[src/rtl/cpu_axi_bridge_pkg.sv]
// cpu_axi_bridge_pkg
// Shared constants for the CPU-to-AXI bridge: AXI read IDs that tell the
// instruction and data ports apart, the read/write FSM state encodings,
// and a helper that widens the 2-bit CPU size code to the 3-bit AXI size.
package cpu_axi_bridge_pkg;

    // AXI read IDs; the R channel rid selects which CPU port completes.
    localparam logic [3:0] ARID_INST = 4'd0;
    localparam logic [3:0] ARID_DATA = 4'd1;

    // Read FSM encoding.
    localparam logic [1:0] RD_IDLE = 2'd0;
    localparam logic [1:0] RD_AR   = 2'd1;
    localparam logic [1:0] RD_R    = 2'd2;

    // Write FSM encoding.
    localparam logic [1:0] WR_IDLE = 2'd0;
    localparam logic [1:0] WR_AWW  = 2'd1;
    localparam logic [1:0] WR_B    = 2'd2;

    // CPU size (0=byte, 1=half, 2=word) maps straight onto AXI size.
    function automatic logic [2:0] axi_size(input logic [1:0] size);
        return {1'b0, size};
    endfunction

endpackage

[src/rtl/cpu_axi_bridge.sv]
// cpu_axi_bridge
// Bridges two SRAM-style CPU ports (read-only instruction port, read/write
// data port) onto a single AXI master. One read and one write may be in
// flight at the same time, each tracked by its own FSM.
//
// Ports:
//   clk, reset                   core clock, synchronous active-high reset
//   inst_sram_*                  instruction port: req/addr/size in,
//                                addr_ok/data_ok/rdata out
//   data_sram_*                  data port: req/wr/size/addr/wstrb/wdata in,
//                                addr_ok/data_ok/rdata out
//   ar*/r*                       AXI read address and read data channels
//   aw*/w*/b*                    AXI write address, write data, response
//   rd_state_dbg, wr_state_dbg   current read / write FSM state
//
// Handshakes: an AXI transfer happens on a rising clk edge where both valid
// and ready are high; valid, once raised, stays high with its payload
// stable until that edge. On the CPU side a request is taken in the cycle
// where req and addr_ok are both high, and completion is the single cycle
// where data_ok is high.
module cpu_axi_bridge
    import cpu_axi_bridge_pkg::*;
(
    input  logic        clk,
    input  logic        reset,

    input  logic        inst_sram_req,
    input  logic [31:0] inst_sram_addr,
    input  logic [1:0]  inst_sram_size,
    output logic        inst_sram_addr_ok,
    output logic        inst_sram_data_ok,
    output logic [31:0] inst_sram_rdata,

    input  logic        data_sram_req,
    input  logic        data_sram_wr,
    input  logic [1:0]  data_sram_size,
    input  logic [31:0] data_sram_addr,
    input  logic [3:0]  data_sram_wstrb,
    input  logic [31:0] data_sram_wdata,
    output logic        data_sram_addr_ok,
    output logic        data_sram_data_ok,
    output logic [31:0] data_sram_rdata,

    output logic [3:0]  arid,
    output logic [31:0] araddr,
    output logic [2:0]  arsize,
    output logic        arvalid,
    input  logic        arready,

    input  logic [3:0]  rid,
    input  logic [31:0] rdata,
    input  logic        rvalid,
    output logic        rready,

    output logic [31:0] awaddr,
    output logic [2:0]  awsize,
    output logic        awvalid,
    input  logic        awready,

    output logic [31:0] wdata,
    output logic [3:0]  wstrb,
    output logic        wvalid,
    input  logic        wready,

    input  logic        bvalid,
    output logic        bready,

    output logic [1:0]  rd_state_dbg,
    output logic [1:0]  wr_state_dbg
);

    logic [1:0] rd_state;
    logic [1:0] wr_state;

    logic rd_idle;
    logic wr_idle;
    logic data_rd_req;
    logic data_rd_accept;
    logic data_wr_accept;
    logic r_fire;
    logic b_fire;

    assign rd_idle     = (rd_state == RD_IDLE);
    assign wr_idle     = (wr_state == WR_IDLE);
    assign data_rd_req = data_sram_req & ~data_sram_wr;

    // A data read also waits for the write FSM to drain, so a read can never
    // overtake an older write to the same address.
    assign data_wr_accept = ~reset & data_sram_req & data_sram_wr & wr_idle;
    assign data_rd_accept = ~reset & data_rd_req & rd_idle & wr_idle;

    assign data_sram_addr_ok = data_wr_accept | data_rd_accept;
    // A pending data read blocks the instruction port even while it is itself
    // stalled behind a write; data reads always have priority.
    assign inst_sram_addr_ok = ~reset & inst_sram_req & rd_idle & ~data_rd_req;

    // AXI control outputs follow the FSM state directly, so they are
    // registered and cannot glitch on CPU-side inputs.
    assign arvalid = (rd_state == RD_AR);
    assign rready  = (rd_state == RD_R);
    assign bready  = (wr_state == WR_B);

    assign r_fire = rvalid & rready;
    assign b_fire = bvalid & bready;

    assign inst_sram_data_ok = ~reset & r_fire & (rid == ARID_INST);
    assign data_sram_data_ok = ~reset & ((r_fire & (rid == ARID_DATA)) | b_fire);
    assign inst_sram_rdata   = rdata;
    assign data_sram_rdata   = rdata;

    assign rd_state_dbg = rd_state;
    assign wr_state_dbg = wr_state;

    // Read FSM and AR payload latch.
    always_ff @(posedge clk) begin
        if (reset) begin
            rd_state <= RD_IDLE;
            arid     <= 4'd0;
            araddr   <= 32'd0;
            arsize   <= 3'd0;
        end else begin
            case (rd_state)
                RD_IDLE: begin
                    if (data_rd_accept) begin
                        arid     <= ARID_DATA;
                        araddr   <= data_sram_addr;
                        arsize   <= axi_size(data_sram_size);
                        rd_state <= RD_AR;
                    end else if (inst_sram_addr_ok) begin
                        arid     <= ARID_INST;
                        araddr   <= inst_sram_addr;
                        arsize   <= axi_size(inst_sram_size);
                        rd_state <= RD_AR;
                    end
                end
                RD_AR: begin
                    if (arready) begin
                        rd_state <= RD_R;
                    end
                end
                RD_R: begin
                    if (rvalid) begin
                        rd_state <= RD_IDLE;
                    end
                end
                default: rd_state <= RD_IDLE;
            endcase
        end
    end

    // Write FSM and AW/W payload latch. AW and W complete independently;
    // the FSM leaves WR_AWW once neither channel has anything left to send,
    // which covers both handshakes landing on the same edge.
    always_ff @(posedge clk) begin
        if (reset) begin
            wr_state <= WR_IDLE;
            awaddr   <= 32'd0;
            awsize   <= 3'd0;
            wdata    <= 32'd0;
            wstrb    <= 4'd0;
            awvalid  <= 1'b0;
            wvalid   <= 1'b0;
        end else begin
            case (wr_state)
                WR_IDLE: begin
                    if (data_wr_accept) begin
                        awaddr   <= data_sram_addr;
                        awsize   <= axi_size(data_sram_size);
                        wdata    <= data_sram_wdata;
                        wstrb    <= data_sram_wstrb;
                        awvalid  <= 1'b1;
                        wvalid   <= 1'b1;
                        wr_state <= WR_AWW;
                    end
                end
                WR_AWW: begin
                    if (awready) begin
                        awvalid <= 1'b0;
                    end
                    if (wready) begin
                        wvalid <= 1'b0;
                    end
                    if ((~awvalid | awready) & (~wvalid | wready)) begin
                        wr_state <= WR_B;
                    end
                end
                WR_B: begin
                    if (bvalid) begin
                        wr_state <= WR_IDLE;
                    end
                end
                default: begin
                    wr_state <= WR_IDLE;
                    awvalid  <= 1'b0;
                    wvalid   <= 1'b0;
                end
            endcase
        end
    end

endmodule

[config.mk]
export PLATFORM = sky130hd
export DESIGN_NAME = cpu_axi_bridge
export DESIGN_NICKNAME = d
export VERILOG_FILES = /design/src/rtl/cpu_axi_bridge_pkg.sv /design/src/rtl/cpu_axi_bridge.sv
export SDC_FILE = /design/constraint.sdc
export NUM_CORES = 1
export LEC_CHECK = 0
export BUFFER_PORTS_ARGS = -buffer_cell sky130_fd_sc_hd__buf_4
export CAP_MARGIN = 30
export CORE_ASPECT_RATIO = 0.75
export CORE_MARGIN = 2
export CORE_UTILIZATION = 25
export DETAILED_ROUTE_END_ITERATION = 8
export GPL_ROUTABILITY_DRIVEN = 0
export PLACE_DENSITY_LB_ADDON = 0.12
export SETUP_SLACK_MARGIN = 0.4
export SLEW_MARGIN = 30
export SYNTH_ARGS = -nofsm -noshare
export SYNTH_HDL_FRONTEND = slang
export SYNTH_SLANG_ARGS = --single-unit
[constraint.sdc]
create_clock -name clk -period 1.7 [get_ports clk]
set_input_delay 0.17 -clock clk [delete_from_list [all_inputs] [get_ports clk]]
set_output_delay 0.17 -clock clk [all_outputs]
set_load 0.02 [all_outputs]
==> flow_summary.toml, run 1 <==
[finish]
final_area_um2 = 9280
utilization_pct = 45.5
multi_input_area_um2 = 2680
nFillCells = 2000
n_antenna_cell = 0
fin_nets = 1000
syn_to_final_growth_pct = 77.3
seqCellArea_um2 = 2240
drive_gt1_share_pct = 57.0

[clock_network]
h-tree-depth = 3
cts-root-buf = "clkbuf_16"
clock_latency_ns = 0.37
clk_pin_slew_ns = 0.08
clk_path_buf_depth = 2
cts-buffers-inserted = 9
clock_sinks = 111
cts_tree = "yes"

[timing]
setup_viol = 49
period_share_pct = 116
grt_setup_unrepaired = "true"
worst-slew-pin-transition_ns = 0.524
fmax_mhz = 508
fin_skew_ns = 0.00731
slew_headroom_pct = 64.6
hold_violations = 0
finalSetupTns_ns = -4.09
whs_ns = 0.0224
period_minus_slack_ns = 1.97
worst_slack_ns = -0.267
drv_slew = 0

[global_routing]
grt_overflow = 0
busiest_layer = "met2"
grt_util_met3_pct = 4.64
use_met1_pct = 26.0
antenna_found_initial = 0
use_met2_pct = 32.1
grt_start_max_net_pins = 73
grt_pass1_wl_um = 32900
grt_pass1_vias = 5390
grtUsageTotal_pct = 19.7

[floorplan]
ioPinCount = 337
die_w_um = 171
dieHeight_um = 129
die_area_um2 = 22100
coreArea_um2 = 20400
row_count = 45
start_util_pct = 25.7

[hold_path]
min_path_cells = 2
hp-start = "reset"
hold_end = "rd_state_dbg[1]"
holdCritPathClass = "in -> reg"

[setup_path]
r2r_start = "rd_state_dbg[0]"
start_kind = "flip-flop"
arrival_ns = 1.80
crit_fanout = 2
worst-r2r-setup-slack_ns = -0.14
rr_endpoint = "araddr[21]"
endpoint_kind = "primary output"
worst_r2r_path_depth = 8
required_ns = 1.53
crit_type = "reg -> out"
cp-startpoint = "wr_state_dbg[1]"

[placed_design]
place_area_um2 = 6970
io_buffers = 235
place_hpwl_um = 14900

[logic_synthesis]
synth_area_leaders = "dfxtp_1, o211ai_1, o21ai_0, buf_4, inv_1"
yosysUniqueCellTypes = 34
synthesis.area_um2 = 5230
synth_ff_type = "dfxtp_1"
synth_seq_area_share_pct = 42.5
synth_seq_cells = 111
synthCells = 632
yosys.area.top_type = "dfxtp_1"
syn_area_per_cell_um2 = 8.28
synth_top_area_share_pct = 42.5
async_flop_share_pct = 0
yosys_warnings = 0
synth_edf_count = 0

[routing]
antenna_left = 0
drtIter0Drc = 468
wirelength_um = 26200
firstDrtPassIters = 6
drt-vias-per-instance = 5.08
route.detailed.drc = 0
num_vias = 5781
post_drt_wl_per_cell_um = 23.1

[power]
max-vdd-ir-drop_mv = 0.444
powerDensity_nw_per_um2 = 779
p_leak_uw = 0.00410

[run]
max_cap_viol_count = 0

[status]
failed_checks = "negative setup slack"
status = "finished with violations"
==> critical path, stage by stage, from the launching register on <==
cell,delay [ns]
dfxtp_4,0.35
or4_4,0.52
or2_4,0.26
buf_12,0.13
nand2_4,0.05
buf_6,0.11
==> cells by family after synthesis <==
| logic type | count (synthesis) | synth area share, % |
|---|---|---|
| compound gates | 252 | 30.2 |
| other cells | 1 | 0.0717 |
| simple gates | 65 | 7.13 |
| buf+inv | 203 | 20.1 |
| flops | 111 | 42.5 |
==> cells in the mapped netlist (2+ instances only) <==
cell type	instances
dfxtp_1	111
o21ai_0	105
inv_1	71
o211ai_1	70
buf_4	69
clkbuf_1	56
a31oi_1	34
nand3_1	34
o31ai_1	34
nand2b_1	6
a21oi_1	4
buf_6	4
nand2_1	4
nor2b_1	4
nor2_1	3
nor4b_1	3
a21o_1	2
buf_2	2
==> through the flow <==
step           total power, uW  cells  setup WS [ns]
3_5_place_dp              4410   1049        -0.0197
3_3_place_gp              4390   1049        0.00923
2_1_floorplan             3880    636        -0.0423
4_1_cts                   6850   1089         -0.308
6_report                  7230   1137         -0.267
5_1_grt                   7500   1137         -0.312
==> cell usage in the layout, fill, tap and decap left out, types with 2 or more instances in the layout <==
cell       instances
inv_6              3
o31ai_1           19
o211ai_1          70
buf_16             8
buf_4            253
buf_8              7
dfxtp_1          107
a31oi_1           28
nor4b_4            2
a31oi_4            6
clkinv_2           2
o21ai_4            9
o31ai_4            2
a21o_1             2
clkbuf_16         26
nor4b_1            2
o31ai_2           13
o21ai_2           81
inv_1             71
nand2b_1           5
nor2b_4            4
nand3_2            2
bufbuf_16          2
buf_12            24
conb_1             5
dfxtp_4            4
o21ai_1           15
buf_6             23
nand3_1           32
a21oi_1            3
nand2_1            2
==> sequential cells by signal, indices dropped and copies added (netlist names) <==
register,flops
awaddr,32
awvalid,1
wstrb,4
araddr,32
arid,1
awsize,2
wr_state_dbg,2
rd_state_dbg,2
arsize,2
wdata,32
wvalid,1
==> report_power, final <==
part	switching (uW)	total, uW	internal [uW]
combinational	1120	2180	1060
clock	1120	2150	1030
sequential	127	2900	2770
total	2370	7230	4860
==> layer usage <==
layer | up-vias | part of all wire (%)
met1 | 2871 | 45
met3 | 29 | 6.8
met2 | 239 | 46
met5 | - | 0
met4 | 0 | 1.5
li1 | 2642 | -
==> worst max path at each step <==
stage / to / slack [ns] / cells after the start
global placement: araddr[17] / 0.009 / 5
detailed placement: araddr[17] / -0.02 / 5
global route: data_sram_addr_ok / -0.31 / 5
floorplan: data_sram_addr_ok / -0.04 / 6
finish: data_sram_addr_ok / -0.27 / 5
CTS: data_sram_addr_ok / -0.31 / 5
==> layout make-up <==
class,instances,area share (%)
Timing Repair Buffer,334,37.2
Multi-Input combinational cell,322,28.9
Inverter,72,2.93
Clock buffer,10,2.47
Sequential cell,111,24.1
Tap cell,282,3.80
Clock inverter,6,0.553
==> what timing repair did <==
item | in CTS | in global routing
buffers inserted | 15 | 22
cloned | 9 | 26
resized for setup | 120 | 100
hold buffers | 0 | 0
pin swaps | 17 | 72
endpoints found under the setup margin | 116 | 117
(Power assumes the default switching activity.)
==> run 2: changes to the inputs <==
--- a/config.mk
+++ b/config.mk
@@ -10,6 +10,7 @@
 export CORE_ASPECT_RATIO = 0.75
 export CORE_MARGIN = 2
 export CORE_UTILIZATION = 25
+export CTS_BUF_LIST = sky130_fd_sc_hd__clkbuf_8
 export DETAILED_ROUTE_END_ITERATION = 8
 export GPL_ROUTABILITY_DRIVEN = 0
 export PLACE_DENSITY_LB_ADDON = 0.12
==> flow_summary.toml, run 2 (synthesis gave the netlist of run 1 again) <==
[setup_path]
worst_r2r_path_depth = 8
endpoint = "data_sram_addr_ok"
rr_endpoint = "araddr[8]"
worst-r2r-setup-slack_ns = -0.17
required_ns = 1.53
arrival_ns = 1.83
r2r_start = "rd_state_dbg[0]"
crit_type = "reg -> out"
cp-startpoint = "rd_state_dbg[0]"
start_kind = "flip-flop"
endpoint_kind = "primary output"
crit_fanout = 2

[clock_network]
clock_sinks = 111
clk_path_buf_depth = 2
cts_tree = "yes"
cts-buffers-inserted = 9
clock_latency_ns = 0.39
clk_pin_slew_ns = 0.13
h-tree-depth = 3
cts-root-buf = "clkbuf_8"

[routing]
route.detailed.drc = 0
drt-vias-per-instance = 4.89
num_vias = 5558
drtIter0Drc = 435
post_drt_wl_per_cell_um = 19.4
wirelength_um = 22100
firstDrtPassIters = 4
antenna_left = 0

[finish]
n_antenna_cell = 0
layout_commonest_cell = "buf_4"
drive_gt1_share_pct = 51.2
syn_to_final_growth_pct = 62.7
final_area_um2 = 8510
fin_nets = 1000
layout_common_cells = "buf_4, dfxtp_1, o21ai_2, inv_1, o211ai_1"
top_regs = "araddr (32), awaddr (32), wdata (32)"

[timing]
period_share_pct = 118
fmax_mhz = 500
period_minus_slack_ns = 2.00
fin_skew_ns = 0.0142
finalSetupTns_ns = -4.76
hold_violations = 0
grt_setup_unrepaired = "true"
worst_slack_ns = -0.302
setup_viol = 38
drv_slew = 0

[power]
seq_power_share_pct = 45.7
switching_share_pct = 33.5
clockPowerShare_pct = 25.0
max-vdd-ir-drop_mv = 0.379
p_leak_uw = 0.00377
p_switching_uw = 2120
p_int_uw = 4210
powerDensity_nw_per_um2 = 743
pwr-share-comb_pct = 29.2

[floorplan]
die_w_um = 171
ioPinCount = 337
row_count = 45
die_area_um2 = 22100
coreArea_um2 = 20400
start_util_pct = 25.7
dieHeight_um = 129

[global_routing]
use_met2_pct = 31.1
use_met1_pct = 25.0
grt_pass1_wl_um = 32200
grt_util_met3_pct = 4.31
busiest_layer = "met2"
grt_overflow = 0
grt_pass1_vias = 5360
grtUsageTotal_pct = 19.1
grt_start_max_net_pins = 73
antenna_found_initial = 0

[run]
max_cap_viol_count = 0

[hold_path]
holdCritPathClass = "in -> reg"

[status]
status = "finished with violations"
failed_checks = "negative setup slack"

[placed_design]
io_buffers = 235
dp_slack_ns = -0.0197
place_hpwl_um = 14900
place_area_um2 = 6970
[run 2: layout make-up]
class	count	area [um2]
clock buffers	9	124
fillers	2105	11900
flip-flops and latches	111	2240
inverters	72	272
clock inverters	7	55.1
well taps	282	353
repair buffers	334	3020
multi-input cells	322	2450
[run 2: layer usage]
layer / part of all wire, % / wire length (um) / vias up
met5: 0 / 0 / -
met4: 2.3 / 507 / 0
met3: 6.3 / 1380 / 39
met2: 48 / 10500 / 203
met1: 44 / 9700 / 2697
li1: - / - / 2619
[run 2: what timing repair did]
item                                   4_1_cts  5_1_grt
setup buffers                               10       27
endpoints found under the hold margin       25        3
pin swaps                                   11       27
resized for setup                           88       69
setup endpoints to repair                  116      118
hold buffers                                24        3
gates cloned                                 5        3
[run 2: power by group through the flow]
stage          registers [uW]  clock network, uW  logic [uW]
4_1_cts                  2890               1630        1710
5_1_grt                  2910               1760        1960
3_5_place_dp             2940                  0        1470
2_1_floorplan            3130                  0         754
6_report                 2890               1580        1850
3_3_place_gp             2930                  0        1460
[run 2: how the worst min path moves through the flow]
stage / from / end / depth (start not counted)
global route: data_sram_wdata[2] / wdata[2] / 3
CTS: data_sram_wstrb[0] / wstrb[0] / 3
finish: data_sram_wdata[25] / wdata[25] / 3
global placement: rdata[23] / inst_sram_rdata[23] / 0
detailed placement: rdata[23] / inst_sram_rdata[23] / 0
floorplan: data_sram_addr[0] / awaddr[0] / 2
[run 2: worst max-delay path: stages (launching register included)]
cell,delay (ns)
dfxtp_4,0.36
or4_4,0.52
or2_4,0.27
buf_12,0.13
nand2_4,0.05
buf_6,0.11
[run 2: stage by stage]
step           hold WS (ns)  total power, uW  std cells  util (%)
3_3_place_gp          0.340             4390       1049      34.2
2_1_floorplan         0.305             3880        636         -
3_5_place_dp          0.340             4410       1049      34.2
5_1_grt             0.00117             6630       1137      41.8
4_1_cts            0.000229             6230       1104      39.0
6_report             0.0143             6320       1137      41.8
==> run 3: changes to the inputs <==
--- a/config.mk
+++ b/config.mk
@@ -10,9 +10,10 @@
 export CORE_ASPECT_RATIO = 0.75
 export CORE_MARGIN = 2
 export CORE_UTILIZATION = 25
-export CTS_BUF_LIST = sky130_fd_sc_hd__clkbuf_8
+export CTS_BUF_LIST = sky130_fd_sc_hd__clkbuf_4 sky130_fd_sc_hd__clkbuf_8
 export DETAILED_ROUTE_END_ITERATION = 8
 export GPL_ROUTABILITY_DRIVEN = 0
+export GPL_TIMING_DRIVEN = 0
 export PLACE_DENSITY_LB_ADDON = 0.12
 export SETUP_SLACK_MARGIN = 0.4
 export SLEW_MARGIN = 30
==> flow_summary.toml, run 3 (synthesis gave the netlist of run 1 again) <==
[clock_network]
clk_path_buf_depth = 2
clock_sinks = 111
cts-buffers-inserted = 9
clock_latency_ns = 0.40
h-tree-depth = 3
clk_pin_slew_ns = 0.11
cts_tree = "yes"
cts-root-buf = "clkbuf_8"

[setup_path]
r2r_start = "wr_state_dbg[0]"
endpoint_kind = "primary output"
arrival_ns = 2.03
cp-startpoint = "rd_state_dbg[0]"
required_ns = 1.53
start_kind = "flip-flop"
crit_fanout = 2
crit_type = "reg -> out"

[timing]
worst-slew-pin-transition_ns = 0.985
setup_viol = 98
period_minus_slack_ns = 2.20
whs_ns = 0.0182
grt_setup_unrepaired = "true"
slew_headroom_pct = 34.4
hold_violations = 0
worst_slack_ns = -0.497
fin_skew_ns = 0.00877
drv_slew = 0
period_share_pct = 129
fmax_mhz = 455

[global_routing]
grtUsageTotal_pct = 19.8
grt_overflow = 0
grt_pass1_wl_um = 33100
grt_start_max_net_pins = 20
antenna_found_initial = 0
grt_pass1_vias = 5853

[hold_path]
holdCritPathClass = "in -> reg"
hp-start = "data_sram_wdata[10]"

[placed_design]
io_buffers = 299
dp_slack_ns = -0.380
place_hpwl_um = 16600

[run]
max_cap_viol_count = 0

[routing]
post_drt_wl_per_cell_um = 17.7
drtIter0Drc = 237
wirelength_um = 23100
firstDrtPassIters = 4
drt-vias-per-instance = 4.62
antenna_left = 0
num_vias = 6018
route.detailed.drc = 0

[finish]
n_antenna_cell = 0
syn_to_final_growth_pct = 89.9
layout_common_cells = "buf_4, dfxtp_1, o21ai_2, inv_1, o211ai_1"
drive_gt1_share_pct = 57.2
fin_nets = 1166
layout_commonest_cell = "buf_4"
top_regs = "araddr (32), awaddr (32), wdata (32)"

[power]
clockPowerShare_pct = 25.2
switching_share_pct = 33.7
p_switching_uw = 2320
pwr-share-comb_pct = 32.9
max-vdd-ir-drop_mv = 0.378
p_int_uw = 4570
seq_power_share_pct = 41.9
powerDensity_nw_per_um2 = 694
p_leak_uw = 0.00452

[floorplan]
ioPinCount = 337
coreArea_um2 = 20400
die_w_um = 171
start_util_pct = 25.7
row_count = 45
dieHeight_um = 129
die_area_um2 = 22100

[status]
failed_checks = "negative setup slack"
status = "finished with violations"
run 3: worst paths after layout:
path | to | slack [ns] | cells past startpoint
worst min-delay path | wdata[10] | 0.02 | 3
worst max-delay path | data_sram_addr_ok | -0.50 | 7
worst min register to register | arid[0] | 0.47 | 2
worst max register to register | awaddr[6] | -0.35 | 11
run 3: what timing repair did:
| action | 4_1_cts | 5_1_grt |
|---|---|---|
| hold buffers | 36 | 1 |
| buffers inserted | 20 | 5 |
| gates cloned | 8 | 0 |
| hold endpoints to repair | 36 | 1 |
| setup endpoints to repair | 113 | 116 |
| pin swaps | 10 | 16 |
| resized for setup | 84 | 139 |
run 3: power groups by stage:
stage                     registers [uW]  logic, uW  clock network, uW
after floorplan                     3130        754                  0
after global placement              2940       1800                  0
after detailed placement            2940       1800                  0
after CTS                           2870       2080               1800
after global routing                2900       2410               1870
final                               2890       2270               1740
run 3: per-stage QoR:
| stage | TNS (ns) | std cells | cell area, um2 | power (uW) | utilization [%] |
|---|---|---|---|---|---|
| 3_5_place_dp | -14.63 | 1217 | 8030 | 4730 | 39.4 |
| 6_report | -27.71 | 1303 | 9930 | 6890 | 48.7 |
| 4_1_cts | -25.47 | 1297 | 9280 | 6750 | 45.5 |
| 2_1_floorplan | -0.0423 | 636 | 5430 | 3880 | - |
| 3_3_place_gp | -21.78 | 1217 | 8030 | 4730 | 39.4 |
| 5_1_grt | -31.91 | 1303 | 9930 | 7180 | 48.7 |
run 3: critical path: stages, from the launching register on:
cell and delay (ns):
dfxtp_4 0.36, or4_4 0.51, buf_8 0.14, or2_1 0.21, buf_6 0.12, buf_8 0.12
nand2_4 0.06, buf_6 0.11
run 3: area by class of cell:
type / instances / area, um2
multi-input cells: 322 / 2710
flip-flops and latches: 111 / 2240
fillers: 2061 / 10400
clock buffers: 9 / 124
repair buffers: 369 / 3070
plain buffers: 131 / 1100
clock inverters: 7 / 77.6
inverters: 72 / 270
well taps: 282 / 353
run 3: routing by layer:
| metal | share of wire, % | vias to the layer above | global-route usage (%) |
|---|---|---|---|
| li1 | - | 2949 | - |
| met1 | 44 | 2849 | 26.1 |
| met2 | 49 | 201 | 32.9 |
| met3 | 6.0 | 19 | 4.52 |
| met4 | 1.6 | 0 | 5.13 |
| met5 | 0 | - | 0 |
